==> src/rtl/piso_shift_tx.sv <==
// Parallel-in serial-out transmitter: valid/ready word intake, one bit per clock
// on sout with a framing strobe, a done pulse after each word and an optional idle gap.
module piso_shift_tx #(
  parameter int WIDTH     = 4,
  parameter bit MSB_FIRST = 1'b1,
  parameter int GAP       = 1
) (
  input  logic             clk,
  input  logic             rst,
  input  logic [WIDTH-1:0] din,
  input  logic             din_valid,
  output logic             din_ready,
  output logic             sout,
  output logic             sframe,
  output logic             busy,
  output logic             done
);

  localparam int CW     = (WIDTH > 1) ? $clog2(WIDTH) : 1;
  localparam int GW     = (GAP > 0) ? $clog2(GAP + 1) : 1;
  localparam bit NO_GAP = (GAP == 0);

  typedef enum logic [1:0] {
    S_IDLE  = 2'd0,
    S_SHIFT = 2'd1,
    S_GAP   = 2'd2
  } state_t;

  state_t           r_state;
  state_t           w_state_next;
  logic [WIDTH-1:0] r_shift;
  logic [WIDTH-1:0] w_shift_next;
  logic [CW-1:0]    r_bitcnt;
  logic [CW-1:0]    w_bitcnt_next;
  logic [GW-1:0]    r_gapcnt;
  logic [GW-1:0]    w_gapcnt_next;
  logic             r_done;

  logic             w_head;
  logic [WIDTH-1:0] w_shifted;
  logic             w_last;
  logic             w_accept;

  // The head bit is the one on the wire; shifting moves the next bit into it.
  generate
    if (MSB_FIRST) begin : g_msb
      assign w_head    = r_shift[WIDTH-1];
      assign w_shifted = {r_shift[WIDTH-2:0], 1'b0};
    end else begin : g_lsb
      assign w_head    = r_shift[0];
      assign w_shifted = {1'b0, r_shift[WIDTH-1:1]};
    end
  endgenerate

  assign w_last    = (r_state == S_SHIFT) && (r_bitcnt == '0);
  assign din_ready = (r_state == S_IDLE) || (w_last && NO_GAP);
  assign w_accept  = din_valid && din_ready;

  always_comb begin
    w_state_next  = r_state;
    w_shift_next  = r_shift;
    w_bitcnt_next = r_bitcnt;
    w_gapcnt_next = r_gapcnt;
    unique case (r_state)
      S_IDLE: begin
        if (w_accept) begin
          w_state_next  = S_SHIFT;
          w_shift_next  = din;
          w_bitcnt_next = CW'(WIDTH - 1);
        end
      end
      S_SHIFT: begin
        if (r_bitcnt != '0) begin
          w_shift_next  = w_shifted;
          w_bitcnt_next = r_bitcnt - CW'(1);
        end else if (!NO_GAP) begin
          w_state_next  = S_GAP;
          w_shift_next  = w_shifted;
          w_gapcnt_next = GW'(GAP);
        end else if (w_accept) begin
          // Back-to-back: the next word's first bit follows the last bit directly.
          w_shift_next  = din;
          w_bitcnt_next = CW'(WIDTH - 1);
        end else begin
          w_state_next  = S_IDLE;
          w_shift_next  = w_shifted;
        end
      end
      S_GAP: begin
        if (r_gapcnt <= GW'(1)) begin
          w_state_next  = S_IDLE;
          w_gapcnt_next = '0;
        end else begin
          w_gapcnt_next = r_gapcnt - GW'(1);
        end
      end
      default: begin
        w_state_next = S_IDLE;
      end
    endcase
  end

  always_ff @(posedge clk or posedge rst) begin
    if (rst) begin
      r_state  <= S_IDLE;
      r_shift  <= '0;
      r_bitcnt <= '0;
      r_gapcnt <= '0;
      r_done   <= 1'b0;
    end else begin
      r_state  <= w_state_next;
      r_shift  <= w_shift_next;
      r_bitcnt <= w_bitcnt_next;
      r_gapcnt <= w_gapcnt_next;
      r_done   <= w_last;
    end
  end

  assign sframe = (r_state == S_SHIFT);
  assign sout   = sframe && w_head;
  assign busy   = (r_state != S_IDLE);
  assign done   = r_done;

endmodule

==> config.mk <==
export PLATFORM = sky130hd
export DESIGN_NAME = piso_shift_tx
export DESIGN_NICKNAME = d
export VERILOG_FILES = /design/src/rtl/piso_shift_tx.sv
export SDC_FILE = /design/constraint.sdc
export NUM_CORES = 1
export LEC_CHECK = 0
export ABC_AREA = 1
export BUFFER_PORTS_ARGS = -buffer_cell sky130_fd_sc_hd__buf_2
export CORE_AREA = 2 2 39 41
export DETAILED_ROUTE_END_ITERATION = 10
export DIE_AREA = 0 0 41 43
export PLACE_DENSITY = 0.57
export SLEW_MARGIN = 20
export SYNTH_ARGS = -nofsm -noshare
export SYNTH_HDL_FRONTEND = slang
export SYNTH_SLANG_ARGS = --single-unit
==> constraint.sdc <==
create_clock -name clk -period 2.6 [get_ports clk]
set_input_delay 0 -clock clk [delete_from_list [all_inputs] [get_ports clk]]
set_output_delay 0 -clock clk [all_outputs]
set_load 0.02 [all_outputs]
[Word-level counts from Yosys, hierarchy flattened]
Cells that the tools add are included.
Word-level totals
  memories kept: 0
  bits of input ports: 7
  logic and storage cells: 39
  memory bits (read-only): 0
  latch bits: 0
  bits in writable memories: 0
  flip-flop bits (word level): 10
  output and inout port bits: 5
Cells by class
  bitwise gates (word level): 0
  multipliers: 0
  equal/unequal tests: 6
  add/sub/neg operators: 2
  divide/modulo/power cells: 0
  muxes and demuxes: 12
  reduce and logical (&&, ||, !) cells: 13
  order comparisons: 1
  shifts and indexed selects: 0
Operator list (count)
  2-bit 2-to-1 mux: 5
  4-bit one-hot mux with 2 select lines: 1
  2-bit nonzero test: 4
  2-bit one-hot mux with 3 select lines: 1
  3-bit AND reduction: 2
  2-bit logical NOT: 2
  4-bit 2-to-1 mux: 1
  2-bit by 1-bit != test with 1-bit output, second input constant: 2
  2-bit != test, second input constant: 2
  2-bit one-hot mux with 2 select lines: 1
  2-bit AND reduction: 2
  1-bit logical AND: 3
  2-bit by 1-bit == test with 1-bit output, second input constant: 1
  2-bit == test, second input constant: 1
  1-bit 2-to-1 mux: 2
  1-bit one-hot mux with 2 select lines: 1
  2-bit by 1-bit subtractor with 2-bit output, second input constant: 1
  1-bit <= comparator, second input constant: 1
  1-bit subtractor, second input constant: 1

[Longest topological paths before layout]
  depth after elaboration: 4
  depth in mapped cells: 6
  gate-level depth less buffers: 6

[Least setup slack after synthesis]
No wires, ideal clock.
  path kind: register -> register
  start: register r_state[0]
  end: register r_shift[0]
  data arrival time: 1.038 ns
  data required time: 2.517 ns
  period minus slack after synthesis: 1.121 ns
  stages on the path, launching flop included: 5
  setup time: 0.083 ns
  buffers on the path: 1
  setup slack: 1.479 ns
  cells stage by stage: dfrtp_1 > buf_6 > nor2_1 > nand3_1 > o21ai_0
On the way
  word-level cells in the longest chain between the ends: 4
RTL lines
  start: declaration: RTL line 29  | state_t r_state;
  start signal: assignment: RTL line 111  | r_state <= w_state_next;
  2-bit logical NOT (*): RTL line 56  | assign din_ready = (r_state == S_IDLE) || (w_last && NO_GAP);
  named net din_ready: RTL line 12  | output logic din_ready,
  1-bit logical AND: RTL line 57  | assign w_accept = din_valid && din_ready;
  2-bit by 1-bit != test with 1-bit output (no source line)
  2-bit AND reduction (no source line)
  end signal: assignment: RTL line 112  | r_shift <= w_shift_next;
  end: declaration: RTL line 31  | logic [WIDTH-1:0] r_shift;
The timed path passes the listed nets; every way through them passes the cells marked *.
A chain may end at the register's enable or synchronous reset.

[Worst setup path in the final report]
  start: register r_state[0]
  end: output sout
On the way
  word-level cells in the longest chain between the ends: 2
RTL lines
  2-bit by 1-bit == test with 1-bit output: RTL line 119  | assign sframe = (r_state == S_SHIFT);
  1-bit logical AND: RTL line 120  | assign sout = sframe && w_head;
  end: declaration: RTL line 13  | output logic sout,
Every way passes these cells.

==> flow_metrics.tcl <==
set metrics [dict create \
    status "finished clean" \
    maxCapViolations 0 \
    die_w_um 41 \
    synthSimpleGateAreaFrac_pct 33.4 \
    syn-cell-area_um2 483 \
    grt_pass1_wl_mm 1.37 \
    cts-resized-gates 0 \
    track_usage_pct 12.2 \
    die_h_um 43 \
    grt_max_degree 11 \
    syn-num-nets 72 \
    layout_setup_ws_ps 1370 \
    tritoncts "done" \
    fin_crit_ps 1230 \
    diodes 0 \
    pre_cts_ws_ps 1510 \
    synth_top_family_by_area "simple AND/OR/NAND/NOR gates" \
    place_area_um2 547 \
    grt_pass1_vias 333 \
    syn_area_per_cell_um2 7.55 \
    hpwlAfterDp_um 693 \
    via_per_inst 4.18 \
    path_class "register to output port" \
    core-area_mm2 0.00138 \
    worstPathArrival_ps 1230 \
    antenna_found_initial 0 \
    cts_buffers 3 \
    setup_viol 0 \
    drive_above_1_share_pct 23.8 \
    synth-seq-cells 9 \
    fin_setup_tns_ps 0 \
    muxShareOfSynthArea_pct 0 \
    wl_um 850 \
    cts_buffer_depth 2 \
    layout.area.seq_um2 225 \
    crit_path_start_kind "register" \
    vdd.ir_drop.worst_v 0.000537 \
    most-common-layout-cells "18 x nand2_1, 17 x inv_1, 11 x buf_2" \
    num_vias 401 \
    synth-xor-area-share_pct 0 \
    place.gp.congestion 0.753 \
    synthAdderAreaFrac_pct 2.59 \
    p_leak_nw 0.364 \
    first_pass_iters 3 \
    yosys_warnings 0 \
    slew_violations 0 \
    crit_path_max_fanout 10 \
    period_share_pct 47.4 \
    wl_per_cell_um 8.85 \
    yosysSeqAreaShare_pct 46.6 \
    drc_errors 0 \
    drtIter0Drc 4 \
    final_nets 89 \
    power_density_mw_per_mm2 1270 \
    rsz0062_at_grt "false" \
    area_growth_pct 23.1 \
    numClockSinks 9 \
    fmax_mhz 812 \
    rows 14 \
    postCtsSetupBuffers 0 \
    grt_overflow_total 0 \
    worst_pin_slew_ps 395 \
    portBuffers 11 \
    syn_inst 64 \
    ys_types 11 \
    insertion_delay_ps 260 \
    relSlewSlack_pct 73.7 \
    io_pins 12 \
    clkTransAtPathRegs_ps 60 \
    fillCellCount 149 \
    required_ps 2600 \
    ant_nets 0 \
    layout_commonest_cell "nand2_1" \
    hold_viol 0 \
    final_area_um2 594 \
    start_util_pct 34.9 \
    htree_levels 1 \
    clock_skew_ps 0.734 \
    multi_input_area_um2 179 \
    worstHoldPathType "input port to register" \
    endpoint_kind "output port" \
    synth-compound-area-share_pct 1.04 \
    die_area_mm2 0.00176 \
    cts-root-buf "clkbuf_4" \
]
## layout make-up
cell class	instances	share of cell area (%)
well taps	16	3.37
clock inverters	1	0.842
inverters	18	11.4
multi-input cells	36	30.1
clock buffers	3	3.79
flip-flops and latches	9	37.9
repair buffers	13	12.6
## flip-flops by register name, indices dropped and copies added (netlist names)
name,flops
done,1
r_shift,4
r_state,2
r_bitcnt,2
## path summary, 6_finish.rpt
| check | from | endpoint | slack (ps) | depth (start not counted) |
|---|---|---|---|---|
| max | r_state[0]$_DFFE_PP0P_ | sout | 1370 | 3 |
| min | din[1] | r_shift[1]$_DFFE_PP0P_ | 50 | 5 |
| max reg2reg | r_bitcnt[0]$_DFFE_PP0P_ | r_bitcnt[0]$_DFFE_PP0P_ | 1490 | 6 |
| min reg2reg | r_bitcnt[1]$_DFFE_PP0P_ | r_bitcnt[1]$_DFFE_PP0P_ | 480 | 2 |
| max in group asynchronous | rst | r_shift[0]$_DFFE_PP0P_ | 2110 | 3 |
| min in group asynchronous | rst | r_shift[3]$_DFFE_PP0P_ | 240 | 3 |
## Yosys cell counts (all sizes together)
master  instances  area share [%]
buf             1             2.3
ha              1             2.6
nand3           9             9.3
o21ai           1             1.0
nor2            6             7.8
inv            18              14
dfrtp           9              47
nand2          19              16
## repair_timing
item,CTS,global route
endpoints found under the hold margin,10,0
hold buffers,2,0
setup endpoints to repair,0,0
## routing by layer
| layer | global-route usage (%) | wire length, um |
|---|---|---|
| met1 | 16.4 | 415 |
| met2 | 15.6 | 361 |
| met3 | 7.85 | 58 |
| met4 | 4.00 | 14 |
| met5 | 0 | 0 |
## cells by family (layout without fill, tap and decap cells)
kind of cell / after synthesis / count (layout)
compound gates: 1 / 1
fa+ha+maj: 1 / 1
buf+inv: 19 / 35
flops: 9 / 9
simple gates: 34 / 34
## worst max-delay path, cell delays in order (launching register included)
cell     delay (ps)
dfrtp_1         580
nand2_4         130
nor2_1          100
buf_2           160
## per-stage QoR
| stage | power (mW) | hold slack (ps) | util [%] | std cells |
|---|---|---|---|---|
| 2_1_floorplan | 0.569 | -172 | - | 64 |
| 4_1_cts | 0.772 | 46.7 | 42.9 | 96 |
| 3_5_place_dp | 0.659 | -19.8 | 39.5 | 90 |
| 5_1_grt | 0.844 | 66.1 | 42.9 | 96 |
| 3_3_place_gp | 0.658 | -16.2 | 39.5 | 90 |
| 6_report | 0.757 | 49.7 | 42.9 | 96 |
## where the power goes
group          switching, mW  leakage [nW]  internal, mW
clock                 0.0504        0.0177        0.0568
sequential            0.0577         0.111         0.206
combinational          0.244         0.235         0.143
(Power assumes the default switching activity.)
